File: src/rtl/ram_rd_pkg.sv
// Shared types and default widths for the RAM burst stream reader.
package ram_rd_pkg;

    localparam int DEF_ADDR_W = 8;
    localparam int DEF_DATA_W = 8;

    typedef enum logic [1:0] {
        IDLE   = 2'd0,
        LOAD   = 2'd1,
        STREAM = 2'd2,
        DONE   = 2'd3
    } state_t;

endpackage

File: src/rtl/ram_stream_reader.sv
// Reads a burst of words from a combinational-read RAM and presents them on a valid/ready stream.
// Define RD_CHECKSUM_EN to build the per-burst byte-sum accumulator; otherwise checksum is tied to 0.
//
// state  | meaning
// IDLE   | waiting for start; base/len sampled here
// LOAD   | first RAM word captured into out_data
// STREAM | presenting words; advance on each out_valid & out_ready
// DONE   | one-cycle done pulse, then back to IDLE
module ram_stream_reader
    import ram_rd_pkg::*;
#(
    parameter int ADDR_W = DEF_ADDR_W,
    parameter int DATA_W = DEF_DATA_W
) (
    input  logic              clk,
    input  logic              rst_n,
    input  logic              start,
    input  logic [ADDR_W-1:0] base,
    input  logic [ADDR_W-1:0] len,
    output logic [ADDR_W-1:0] adress,
    input  logic [DATA_W-1:0] Q,
    output logic [DATA_W-1:0] out_data,
    output logic              out_valid,
    input  logic              out_ready,
    output logic              busy,
    output logic              done,
    output logic [DATA_W-1:0] checksum
);

    localparam logic [ADDR_W:0] REM_ONE  = {{ADDR_W{1'b0}}, 1'b1};
    localparam logic [ADDR_W:0] REM_FULL = {1'b1, {ADDR_W{1'b0}}};

    state_t          state;
    state_t          state_nxt;
    logic [ADDR_W:0] remaining;
    logic            xfer;

    assign xfer = out_valid & out_ready;

    always_ff @(posedge clk) begin
        if (!rst_n) begin
            state <= IDLE;
        end else begin
            state <= state_nxt;
        end
    end

    always_comb begin
        state_nxt = state;
        busy      = 1'b1;
        done      = 1'b0;
        case (state)
            IDLE: begin
                busy = 1'b0;
                if (start) begin
                    state_nxt = LOAD;
                end
            end
            LOAD: begin
                state_nxt = STREAM;
            end
            STREAM: begin
                if (xfer && (remaining == REM_ONE)) begin
                    state_nxt = DONE;
                end
            end
            DONE: begin
                done      = 1'b1;
                state_nxt = IDLE;
            end
            default: begin
                state_nxt = IDLE;
            end
        endcase
    end

    // remaining counts words still to be transferred, including the one on out_data
    always_ff @(posedge clk) begin
        if (!rst_n) begin
            adress    <= '0;
            out_data  <= '0;
            out_valid <= 1'b0;
            remaining <= '0;
        end else begin
            case (state)
                IDLE: begin
                    if (start) begin
                        adress    <= base;
                        remaining <= (len == '0) ? REM_FULL : {1'b0, len};
                    end
                end
                LOAD: begin
                    out_data  <= Q;
                    out_valid <= 1'b1;
                    adress    <= adress + 1'b1;
                end
                STREAM: begin
                    if (xfer) begin
                        if (remaining > REM_ONE) begin
                            out_data  <= Q;
                            adress    <= adress + 1'b1;
                            remaining <= remaining - 1'b1;
                        end else begin
                            out_valid <= 1'b0;
                            remaining <= '0;
                        end
                    end
                end
                default: begin
                end
            endcase
        end
    end

`ifdef RD_CHECKSUM_EN
    logic [DATA_W-1:0] csum;

    always_ff @(posedge clk) begin
        if (!rst_n) begin
            csum <= '0;
        end else if ((state == IDLE) && start) begin
            csum <= '0;
        end else if ((state == STREAM) && xfer) begin
            csum <= csum + out_data;
        end
    end

    assign checksum = csum;
`else
    assign checksum = '0;
`endif

endmodule
File: config.mk
export PLATFORM = sky130hd
export DESIGN_NAME = ram_stream_reader
export DESIGN_NICKNAME = d
export VERILOG_FILES = /design/src/rtl/ram_rd_pkg.sv /design/src/rtl/ram_stream_reader.sv
export SDC_FILE = /design/constraint.sdc
export NUM_CORES = 1
export LEC_CHECK = 0
export ABC_AREA = 1
export CORE_ASPECT_RATIO = 0.6
export CORE_UTILIZATION = 35
export CTS_CLUSTER_SIZE = 30
export DETAILED_ROUTE_END_ITERATION = 16
export PLACE_DENSITY = 0.71
export SYNTH_ARGS = -nofsm -noshare
export SYNTH_HDL_FRONTEND = slang
export SYNTH_SLANG_ARGS = --single-unit
File: constraint.sdc
create_clock -name clk -period 2 [get_ports clk]
set_clock_uncertainty 0.15 [all_clocks]
set_input_delay 0.3 -clock clk [delete_from_list [all_inputs] [get_ports clk]]
set_output_delay 0.3 -clock clk [all_outputs]
set_load 0.005 [all_outputs]
Word-level counts from Yosys, hierarchy flattened

Index checks and enable logic that the tools add are counted.

Bits in registers: 28
Input bits: 28
Logic and storage cells: 49

$add $sub $neg: 2
$lt $le $gt $ge: 1
Equal/unequal tests: 9
Multiplexer cells: 20
Bitwise gates (word level): 1
Reduce and logical (&&, ||, !) cells: 11

Operators with widths:

| cell                                                          | count |
|---|---|
| two-way mux 8 bit                                             | 5 |
| two-way mux 9 bit                                             | 4 |
| case mux 8 bit (3 select lines)                               | 1 |
| case mux 9 bit (2 select lines)                               | 1 |
| case mux 8 bit (2 select lines)                               | 1 |
| inequality test 2 bit, second input constant                  | 5 |
| == test 9 x 1 -> 1 bit, second input constant                 | 1 |
| greater-than comparator 9 x 1 -> 1 bit, second input constant | 1 |
| AND reduction 3 bit                                           | 3 |
| subtractor 9 x 1 -> 9 bit, second input constant              | 1 |
| adder 8 x 1 -> 8 bit, second input constant                   | 1 |
| zero test 8 bit                                               | 1 |
| case mux 2 bit (4 select lines)                               | 1 |
| == test 2 bit, second input constant                          | 2 |
| two-way mux 1 bit                                             | 4 |
| two-way mux 2 bit                                             | 2 |
| AND reduction 4 bit                                           | 1 |
| nonzero test 2 bit                                            | 2 |
| nonzero test 3 bit                                            | 1 |
| == test 2 x 1 -> 1 bit, second input constant                 | 1 |
| zero test 2 bit                                               | 1 |
| case mux 1 bit (2 select lines)                               | 1 |
| AND reduction 2 bit                                           | 1 |
| AND 1 bit                                                     | 1 |
| logical AND 1 bit                                             | 1 |

Longest topological paths before layout

Gate-level depths: netlist (run 1).

Depth after elaboration: 4
Mapped depth: 12
Mapped depth without buffers: 11

Worst setup path after synthesis (run 1)

OpenSTA, ideal clock, no wires.

Path type: reg-to-reg
From: register state[0]
To: register adress[0]
Library setup time: 0.115 ns
Arrival time: 1.528 ns
Slack: 0.207 ns
Cell stages (with the launch flop): 10
Cells stage by stage: dfxtp_1 > inv_1 > ha_1 > clkbuf_2 > inv_1 > clkbuf_1 > o21ai_0 > nand3b_1 > nand2_1 > nor2_1

Longest elaborated chain between the ends: 3
Elaborated cells on any way between the ends: 9

Ends and longest elaborated chain:

| element                                                                      | line                     | source |
|---|---|---|
| from (decl)                                                                  | ram_stream_reader.sv:33  | `state_t state;` |
| from (signal assigned)                                                       | ram_stream_reader.sv:44  | `state <= state_nxt;` |
| == test 2 bit (tied with other cells)                                        | ram_stream_reader.sv:85  | `case (state)` |
| inequality test 2 bit (no source line) or nonzero test 3 bit (tied branches) | -                        |  |
| AND reduction 4 bit (no source line)                                         | -                        |  |
| to (signal assigned)                                                         | ram_stream_reader.sv:88  | `adress <= base;` |
| to (signal assigned)                                                         | ram_stream_reader.sv:95  | `adress <= adress + 1'b1;` |
| to (signal assigned)                                                         | ram_stream_reader.sv:101 | `adress <= adress + 1'b1;` |
| to (decl)                                                                    | ram_stream_reader.sv:20  | `output logic [ADDR_W-1:0] adress,` |

Parallel ways exist; a longest one is shown, timed or not.
A chain may end at the register's enable or synchronous reset.

Final worst setup path (run 1)

From: register state[1]
To: output port busy

Longest elaborated chain between the ends: 2

Ends and longest elaborated chain:

| element           | line                    | source |
|---|---|---|
| zero test 2 bit   | ram_stream_reader.sv:52 | `case (state)` |
| two-way mux 1 bit | ram_stream_reader.sv:52 |  |
| to (decl)         | ram_stream_reader.sv:25 | `output logic busy,` |

Every way passes these cells.

==> metrics.txt, run 1 <==
vias after detailed routing=1,812; Worst Setup Slack, final=0.06549 ns; Core ar.=0.004802 mm2; post-synthesis xor/xnor area fraction=0.03820; largest family of logic cells by synthesized area=simple AND/OR/NAND/NOR gates; Post-Synth Simple-Gate Area=0.3274; Worst Setup End Kind=output pin; WL per Instance=12.11 um; I/O Buffers=46; vias in the first global route=1,524; Gate Count Post-Synth=269; Post-CTS Hold Buffers=0; most common cell after layout, fill and taps aside=nand2_1; Seq/Total Area, Yosys=0.3056; syn_area_per_cell=6.819 um2; clock period minus worst slack=1.935 ns; largest net degree at the start of global routing=24; R2R Setup Slk=0.22 ns; crit path DAT=1.48 ns; Critical R2R Launch=state[1]; R2R Path End=remaining[0]; GPL Wtd Cong=0.8723; Num CTS Buffers=3; Worst EP required=1.55 ns; most frequent cells in the layout=58 x nand2_1, 46 x clkdlybuf4s50_1, 39 x nor2_1; Setup Viol. Count Final=0; CP max FO=4; Hold EP=out_data[7]; Die Width=95.46 um; clk sinks=28; worst hold path depth=2; P per Cell Area=1430 mW/mm2; I/O Pins=55; dpl ws=0.1809 ns; first-pass GRT wire length=7.113 mm; drt drc=0; outcome=completed; total power=3.434 mW; Clock Latency Late Sink=0.28 ns; Starting Density=0.3820; CTS tree=done; Worst Path Class, Setup=flop to output pin; Syn Std Cell Area=0.001834 mm2; worst r2r path cells=9; Pins Over Slew Limit=0; row count=19; yosys warns=0; Max Cap Viol=0; Total GRT Usage=0.1692; VDD IR max=0.5146 mV; Reg clk slew, reported paths=0.09 ns; htree depth=1; sum of negative setup slack=0 ns; Compound-Gate Fraction of Synth Area=0.1412; RSZ-0062 raised after global routing=no; Synth Area in Adders=0.06139; Max clock buf depth=2; FF+latch count, synth=28; CP Launch Type=flop; Max Clock Freq=0.5169 GHz; grt ovf=0; metal1 wirelength=2.422 mm; Area Growth Syn to Fin=30.90%; Hold Fails Final Rpt=0; mux share of post-synthesis cell area=0.005457; Max Used Layer=met4; hpwl dp=3.427 mm; met3 wire len=377 um; Diodes inserted=0; hold wc startpoint=out_data[7]; starting DRC count in detailed routing=92; drt total wl=4.602 mm; post-route ant nets=0; Synth cell types=31; Finished Layout Cells=380; DR vias/cell=4.768; final worst-path cycle share=0.9673; Clock Root Buffer=clkbuf_8; Hold Crit Class=flop to flop; drt first pass iters=6; DIE AREA=0.005544 mm2; share of post-route cells with drive strength above 1=0.09779; Die Y=58.08 um; Pleak=1.086 nW; Nets=355; initial antenna violation count=0; placed cell count=375; Met2 Wirelength=1.778 mm
==> sequential cells by signal, summed over array words and instances, names as in the netlist <==
| register | count |
|---|---|
| out_data | 8 |
| remaining | 9 |
| out_valid | 1 |
| adress | 8 |
| state | 2 |
==> cell type report <==
type,instances,area (um2)
Tap cell,63,78.83
Multi-Input combinational cell,207,1085
Fill cell,470,2401
Timing Repair Buffer,56,535.5
Clock buffer,4,55.05
Sequential cell,28,564.3
Inverter,22,82.58
==> power by group <==
part / leakage (nW) / total [mW] / internal [mW] / switching [mW]
registers: 0.233 / 0.959 / 0.769 / 0.190
logic: 0.824 / 2.12 / 0.957 / 1.16
clock network: 0.0288 / 0.360 / 0.177 / 0.183
==> layer usage <==
layer  vias to the layer above  global-route usage
met4                         0             0.03198
met1                       815              0.2608
li1                        934                   -
met2                        59              0.2378
met3                         4             0.03937
met5                         -                   0
==> synthesized netlist by cell type <==
cell | number | share of area
mux2i_1 | 1 | 0.0055
buf_6 | 2 | 0.012
nand2_4 | 2 | 0.012
nor2_2 | 2 | 0.0068
a21oi_1 | 29 | 0.079
o21ai_0 | 16 | 0.044
clkbuf_1 | 1 | 0.0020
nor3_1 | 3 | 0.0082
nand3_1 | 10 | 0.027
buf_4 | 12 | 0.049
nand2_2 | 3 | 0.010
xnor2_1 | 2 | 0.0096
nor2_1 | 39 | 0.080
buf_1 | 1 | 0.0020
o31ai_1 | 1 | 0.0041
and2_4 | 1 | 0.0048
nand4_1 | 2 | 0.0068
inv_2 | 2 | 0.0041
dfxtp_1 | 28 | 0.31
or2_0 | 1 | 0.0034
o21ai_2 | 1 | 0.0048
xor2_1 | 6 | 0.029
clkbuf_2 | 1 | 0.0027
nand2_1 | 58 | 0.12
buf_2 | 2 | 0.0055
nand3b_1 | 9 | 0.037
nor2_4 | 2 | 0.012
ha_1 | 9 | 0.061
a21oi_2 | 2 | 0.0096
inv_1 | 20 | 0.041
conb_1 | 1 | 0.0020
==> worst max-delay path by stage <==
stage | startpoint | endpoint | slack, ns | depth (start not counted)
final | state[1] | busy | 0.07 | 4
after CTS | state[1] | busy | 0.009 | 4
after detailed placement | out_ready | remaining[0] | 0.18 | 8
after global placement | out_ready | adress[7] | 0.20 | 8
after floorplan | state[0] | adress[0] | 0.21 | 9
after global routing | state[1] | busy | 0.01 | 4
==> what timing repair did <==
action / 4_1_cts / 5_1_grt
setup endpoints to repair: 1 / 1
buffers inserted: 0 / 1
gates resized for setup: 2 / 1
==> cell families after synthesis <==
| group | count (synthesis) |
|---|---|
| other | 1 |
| AOI/OAI and AO/OA | 49 |
| buffers and inverters | 41 |
| muxes | 1 |
| and+or+nand+nor | 132 |
| DFF | 28 |
| adders and majority gates | 9 |
| xor gates and xnor gates | 8 |
==> stage by stage <==
stage                 util  cell area (um2)  hold slack (ns)
floorplan                -             1861           0.3255
global placement    0.4857             2332           0.3135
detailed placement  0.4857             2332           0.3218
CTS                 0.4979             2391           0.3453
global route        0.5000             2401           0.3775
finish              0.5000             2401           0.3392
==> worst max-delay path, cell delays in order (launching register included) <==
cell,delay [ns]
dfxtp_4,0.37
inv_1,0.07
ha_2,0.19
inv_2,0.07
clkdlybuf4s50_1,0.51
Note: power is estimated with default switching activity, not from simulation.
==> run 2, diff against run 1 <==
- CAP_MARGIN: default -> 10
- SLEW_MARGIN: default -> 20
==> results of run 2 <==
The final DEF is identical to that of run 1; final timing and power are the same.
